--- config.mk ---
export PLATFORM = sky130hd
export DESIGN_NAME = negacyclic_reduce_stream
export DESIGN_NICKNAME = d
export VERILOG_FILES = /design/src/rtl/negacyclic_reduce_stream.sv
export SDC_FILE = /design/constraint.sdc
export NUM_CORES = 1
export LEC_CHECK = 0
export CORE_MARGIN = 2
export CORE_UTILIZATION = 50
export CTS_CLUSTER_SIZE = 24
export DETAILED_ROUTE_END_ITERATION = 8
export HOLD_SLACK_MARGIN = 0.05
export PLACE_DENSITY = 0.7
export SLEW_MARGIN = 30
export SYNTH_ARGS = -nofsm -noshare
export SYNTH_HDL_FRONTEND = slang
export SYNTH_SLANG_ARGS = --single-unit
--- constraint.sdc ---
create_clock -name clk -period 4.9 [get_ports clk]
set_input_delay 0.98 -clock clk [delete_from_list [all_inputs] [get_ports clk]]
set_output_delay 0.98 -clock clk [all_outputs]
set_load 0.01 [all_outputs]
--- src/rtl/negacyclic_reduce_stream.sv ---
// Folds a (2D-1)-coefficient product modulo x^D + 1, reduces each coefficient
// modulo Q, and streams the D results out one per cycle over valid/ready.
module negacyclic_reduce_stream #(
  parameter int N = 2,
  parameter int D = 4,
  parameter int Q = 3,
  localparam int PW = (2*D-1)*2*N,
  localparam int IW = (D > 1) ? $clog2(D) : 1
) (
  input  logic          clk,
  input  logic          rst,
  input  logic          in_valid,
  output logic          in_ready,
  input  logic [PW-1:0] in_p,
  output logic          out_valid,
  input  logic          out_ready,
  output logic [N-1:0]  out_coef,
  output logic [IW-1:0] out_idx,
  output logic          out_last
);

  // state | meaning
  // IDLE  | waiting for a product, in_ready high
  // EMIT  | streaming r_0..r_{D-1} from the capture buffer
  typedef enum logic {IDLE, EMIT} state_t;

  localparam logic [2*N:0] QW = (2*N+1)'(Q);

  state_t          state;
  logic [PW-1:0]   cap_buf;
  logic [N-1:0]    r_buf [D];
  logic [N-1:0]    r0_in;
  logic [IW-1:0]   idx_nxt;

  // (lo - hi) mod Q with both operands reduced first, so no borrow below zero
  function automatic logic [N-1:0] reduce_pair(input logic [2*N-1:0] lo,
                                                input logic [2*N-1:0] hi);
    logic [2*N:0] a, b, s;
    a = {1'b0, lo} % QW;
    b = {1'b0, hi} % QW;
    s = (a >= b) ? (a - b) : (a + QW - b);
    return s[N-1:0];
  endfunction

  for (genvar j = 0; j < D; j++) begin : g_r
    if (j < D-1) begin : g_wrap
      assign r_buf[j] = reduce_pair(cap_buf[j*2*N +: 2*N], cap_buf[(j+D)*2*N +: 2*N]);
    end else begin : g_top
      assign r_buf[j] = reduce_pair(cap_buf[j*2*N +: 2*N], '0);
    end
  end

  if (D > 1) begin : g_r0
    assign r0_in = reduce_pair(in_p[0 +: 2*N], in_p[D*2*N +: 2*N]);
  end else begin : g_r0_single
    assign r0_in = reduce_pair(in_p[0 +: 2*N], '0);
  end

  assign idx_nxt = out_idx + IW'(1);

  always_ff @(posedge clk or posedge rst) begin
    if (rst) begin
      state     <= IDLE;
      in_ready  <= 1'b1;
      out_valid <= 1'b0;
      out_coef  <= '0;
      out_idx   <= '0;
      out_last  <= 1'b0;
      cap_buf   <= '0;
    end else begin
      case (state)
        IDLE: begin
          if (in_valid && in_ready) begin
            cap_buf   <= in_p;
            out_coef  <= r0_in;
            out_idx   <= '0;
            out_last  <= (D == 1);
            in_ready  <= 1'b0;
            out_valid <= 1'b1;
            state     <= EMIT;
          end
        end
        EMIT: begin
          if (out_valid && out_ready) begin
            if (out_last) begin
              in_ready  <= 1'b1;
              out_valid <= 1'b0;
              state     <= IDLE;
            end else begin
              out_idx  <= idx_nxt;
              out_coef <= r_buf[idx_nxt];
              out_last <= (idx_nxt == IW'(D-1));
            end
          end
        end
        default: begin
          in_ready  <= 1'b1;
          out_valid <= 1'b0;
          state     <= IDLE;
        end
      endcase
    end
  end

endmodule

# Word-level counts from Yosys, hierarchy flattened
# Index checks and enable logic that the tools add are counted.
[word_totals] ff_bits=36 input_bits=32
[classes] n_addsub=14 n_div=9 order_cmp=6 eq_ne=5 mux=31 n_bitwise=2 reduce_logical=6
[ops] cell="4-bit by 2-bit remainder unit with 5-bit output, second input constant" count=9
[ops] cell="2-bit two-way mux" count=13
[ops] cell="5-bit greater-or-equal comparator" count=4
[ops] cell="2-bit subtractor" count=8
[ops] cell="1-bit two-way mux" count=11
[ops] cell="2-bit adder, second input constant" count=5
[ops] cell="1-bit case mux with 2 select lines" count=4
[ops] cell="2-bit case mux with 2 select lines" count=2
[ops] cell="2-bit inequality test, second input constant" count=3
[ops] cell="3-bit AND reduction" count=2
[ops] cell="5-bit by 1-bit greater-or-equal comparator with 1-bit output, second input constant" count=1
[ops] cell="2-bit binary-select mux with 2-bit select" count=1
[ops] cell="2-bit AND reduction" count=2
[ops] cell="3-bit greater-or-equal comparator, second input constant" count=1
[ops] cell="2-bit inverter with 3-bit output" count=1
[ops] cell="2-bit by 1-bit adder with 2-bit output, second input constant" count=1
[ops] cell="2-bit == test, second input constant" count=1
[ops] cell="1-bit logical AND" count=2
[ops] cell="2-bit by 1-bit inequality test with 1-bit output, second input constant" count=1
[ops] cell="1-bit inverter" count=1

# Longest topological paths before layout
[logic_depth] ltp_word=10 mapped_depth=22

# Least setup slack after synthesis
# OpenSTA, ideal clock, no wires.
[synth_path] kind="input to register" start="in in_p[2]" end="reg out_coef[1]" setup_ns=0.136 arrival_ns=4.651 path_slack_ns=0.113 path_stages=21 path_buffers=3 cell_sequence="buf_6 clkbuf_1 ha_1 nand3b_2 o311ai_4 xnor2_1 ha_1 or3b_1 o41ai_1 and2_1 buf_6 and2b_4 a21oi_1 ha_1 nand2b_1 a21o_1 a21oi_1 o21ai_0 a21boi_0 nor3_1 nand4_1"
[synth_via] elab_chain_len=6 word_cells_on_any_way=8 cone_classes="add/sub (3); div (1); order compare (1); mux (3)"
[synth_lines] item="from (decl)" line="14" rtl="input logic [PW-1:0] in_p,"
[synth_lines] item="4-bit by 2-bit remainder unit with 5-bit output (*)" line="39" rtl="a = {1'b0, lo} % QW;"
[synth_lines] item="2-bit adder" line="41" rtl="s = (a >= b) ? (a - b) : (a + QW - b);"
[synth_lines] item="2-bit subtractor" line="41"
[synth_lines] item="2-bit two-way mux (*)" line="41"
[synth_lines] item="2-bit two-way mux (*)" line="73" rtl="if (in_valid && in_ready) begin"
[synth_lines] item="2-bit case mux with 2 select lines (*)" line="71" rtl="case (state)"
[synth_lines] item="to (signal assigned)" line="75" rtl="out_coef <= r0_in;"
[synth_lines] item="to (signal assigned)" line="91" rtl="out_coef <= r_buf[idx_nxt];"
[synth_lines] item="to (decl)" line="17" rtl="output logic [N-1:0] out_coef,"
# Every way passes the cells marked *; elsewhere a longest branch is shown, timed or not. The select of a mux whose other input is x is not followed.
# A chain may end at the register's enable or synchronous reset.

# Final worst setup path
# Ends and elaborated chain as after synthesis.

==> reports/qor.csv <==
stage,metric,value,unit
run_status,status,"complete, no violations",
synthesis,synth_top_family_by_area,simple AND/OR/NAND/NOR gates,
drt,drtIter0Drc,176,
timing,fin_skew,0.01043,ns
synthesis,syn_area_per_cell,7.365,sq um
setup_path,cp-end-kind,register,
min_path,hp-class,register to register,
setup_path,path_max_fanout,4,
clocking,cts_buffers,5,
grt,grt-ovfl-total,0,
synthesis,synthArstFlopShare,100.0,%
final_layout,nets,767,
clocking,insertion_delay,0.30,ns
synthesis,yosys.area_share.simple,27.06,%
min_path,min_delay_path_depth,2,
setup_path,path_class,input port to register,
grt,antenna_found_initial,0,
drt,drcViolationCount,0,
grt,first_global_vias,4218,
synthesis,ys_ff_latch,36,
floorplan,start_util,51.64,%
clocking,cts_sinks,36,
synthesis,synth-edff-count,0,
grt,grt_max_degree,37,
synthesis,synth_top_cell_by_area,dfrtp_1,
synthesis,ys_seq_area_share,18.82,%
timing,tightestPinTransition,0.4961,ns
drt,wl_per_cell,13.11,um
setup_path,r2r_slack,0.46,ns
final_layout,layout_commonest_cell,nand2_1,
grt,grt_pass1_wl,18330,um
synthesis,synth_top_flop_cell,dfrtp_1,
synthesis,synth_nets,735,
timing,post-route-period-util,94.80,%
synthesis,synth_area_leaders,"dfrtp_1 (18%), ha_1 (14%), nand2_1 (9.6%)",
synthesis,synth-compound-area-share,23.80,%
synthesis,synth_top_area_share,18.27,%
clocking,htree_levels,2,
timing,setup_viol,0,
setup_path,cp.required,5.06,ns
floorplan,die_w,101.9,um
setup_path,cp.arrival,4.80,ns
setup_path,rr_worst_depth,16,
floorplan,die_h,101.9,um
synthesis,syn_inst,651,
floorplan,placementRows,35,
timing,slew_headroom,66.58,%
drt,viasPerCell,5.593,
clocking,tritoncts,done,
synthesis,synth_fa_ha_area_share,13.57,%
min_path,holdPathEnd,out_coef[1]$_DFFE_PP0P_,
floorplan,num_io_pins,39,
drt,via_count,4547,
place,port_buffers,38,
synthesis,synthMuxAreaShare,4.071,%
final_layout,syn_to_final_growth,13.88,%
drt,ant_nets,0,
timing,rsz0062_at_grt,no,
setup_path,cp-start-kind,input port,
place,hpwl,8229,um
clocking,clockRootBuffer,clkbuf_8,
flow_run,max_cap_viol_count,0,
timing,hold_viol,0,
timing,holdWs,0.4924,ns
timing,max_freq,0.2153,GHz
drt,drt_wl_total,10660,um
synthesis,ys_types,76,
timing,finalWorstPathRequiredPeriod,4.645,ns
synthesis,synth_xor_area_share,6.054,%
drt,first_pass_iters,5,
place,place.gp.congestion,0.8844,
synthesis,yosys_warnings,0,
min_path,min-delay-start,out_coef[1]$_DFFE_PP0P_,
timing,fin_setup_tns,0,ns
final_layout,drive_above_1_share,9.503,%
floorplan,die-area,0.01039,sq mm
clocking,clk_transition_reported_paths,0.07,ns
synthesis,netlist_area,0.004795,sq mm
setup_path,worstReg2RegEnd,out_coef[1]$_DFFE_PP0P_,
timing,final_max_slew_viol_count,0,
final_layout,final_cell_mix,"nand2_1 (122), ha_1 (50), nor2_1 (49), a21oi_1 (42), clkdlybuf4s50_1 (37)",
grt,grt_util_all_layers,21.20,%
setup_path,reg2reg_from,cap_buf[26]$_DFFE_PP0P_,
clocking,ctsHoldBuffers,0,
clocking,clock_path_buffers,2,
final_layout,n_antenna_cell,0,
floorplan,coreArea,0.009284,sq mm
-- cell families after synthesis --
| family | Yosys count |
|---|---|
| AO/OA/AOI/OAI | 169 |
| AND/OR/NAND/NOR | 271 |
| adder cells (fa/ha/maj) | 52 |
| multiplexers | 19 |
| XOR/XNOR | 31 |
| buffers and inverters | 73 |
| flip-flops | 36 |
-- flip-flops by register name, summed over array words and instances (netlist names) --
signal	flops
out_valid	1
cap_buf	28
state	1
out_last	1
out_coef	2
in_ready	1
out_idx	2
-- metal layers --
metal / track usage, % / part of all wire [%]
met4: 4.410 / 1.1
met2: 36.18 / 47
met3: 3.694 / 4.2
met1: 28.28 / 48
met5: 0 / 0
-- cells in the mapped netlist (4+ instances only) --
library cell,n
nand2_1,122
ha_1,52
nor2_1,49
a21oi_1,42
dfrtp_1,35
inv_1,35
o21ai_0,35
clkbuf_1,20
nor3_1,16
xor2_1,16
mux2i_1,15
buf_2,14
xnor2_1,14
nand2b_1,13
nand3_1,13
a21o_1,10
o22ai_1,10
a211oi_1,9
a31oi_1,8
nor3b_1,8
nor2b_1,7
o21a_1,7
a211o_1,6
or3_1,6
a41oi_1,5
o211ai_1,5
and2_1,4
o21ai_1,4
-- area by class of cell --
class	instances	area [sq um]
inverter	35	131.4
fill	859	3824
clock buffer	6	82.58
clock inverter	2	13.76
tap	129	161.4
multi-input combinational	542	3598
sequential	36	902.1
timing repair buffer	63	570.5
-- worst max path at each step --
stage | slack (ns) | to | from | cells past startpoint
2_1_floorplan | 0.11 | out_coef[1]$_DFFE_PP0P_ | in_p[2] | 21
3_3_place_gp | -0.009 | out_coef[1]$_DFFE_PP0P_ | in_p[3] | 19
3_5_place_dp | -0.17 | out_coef[1]$_DFFE_PP0P_ | in_p[3] | 19
4_1_cts | 0.14 | out_coef[1]$_DFFE_PP0P_ | in_p[3] | 19
5_1_grt | 0.03 | out_coef[1]$_DFFE_PP0P_ | in_p[19] | 18
6_report | 0.26 | out_coef[1]$_DFFE_PP0P_ | in_p[2] | 19
-- through the flow --
stage / std cells / area, sq um / setup slack (ns) / utilization [%]
final: 813 / 5460 / 0.2550 / 58.81
after floorplan: 651 / 4795 / 0.1133 / -
after detailed placement: 804 / 5335 / -0.1691 / 57.47
after global placement: 804 / 5335 / -0.008933 / 57.47
after global routing: 813 / 5460 / 0.02955 / 58.81
after CTS: 812 / 5431 / 0.1362 / 58.50
-- worst max-delay path: stages --
cell and delay (ns):
clkdlybuf4s50_1 0.53, ha_4 0.23, nand3b_2 0.22, o311ai_4 0.25
xnor2_1 0.13, ha_1 0.22, or3b_1 0.38, o41ai_1 0.09
and2_1 0.23, and2b_4 0.16, a21oi_1 0.06, ha_1 0.28
nand2b_1 0.15, a21o_1 0.17, a21oi_1 0.18, o21ai_2 0.12
a21boi_0 0.14, nor3_1 0.18, nand4_1 0.11
-- timing repair --
item | 4_1_cts | 5_1_grt
setup buffers | 0 | 1
gates resized for setup | 0 | 6
endpoints found under the setup margin | 0 | 2
Power is not shown: default switching activity piles up to over one toggle a cycle in this logic, so the estimate is an artifact.
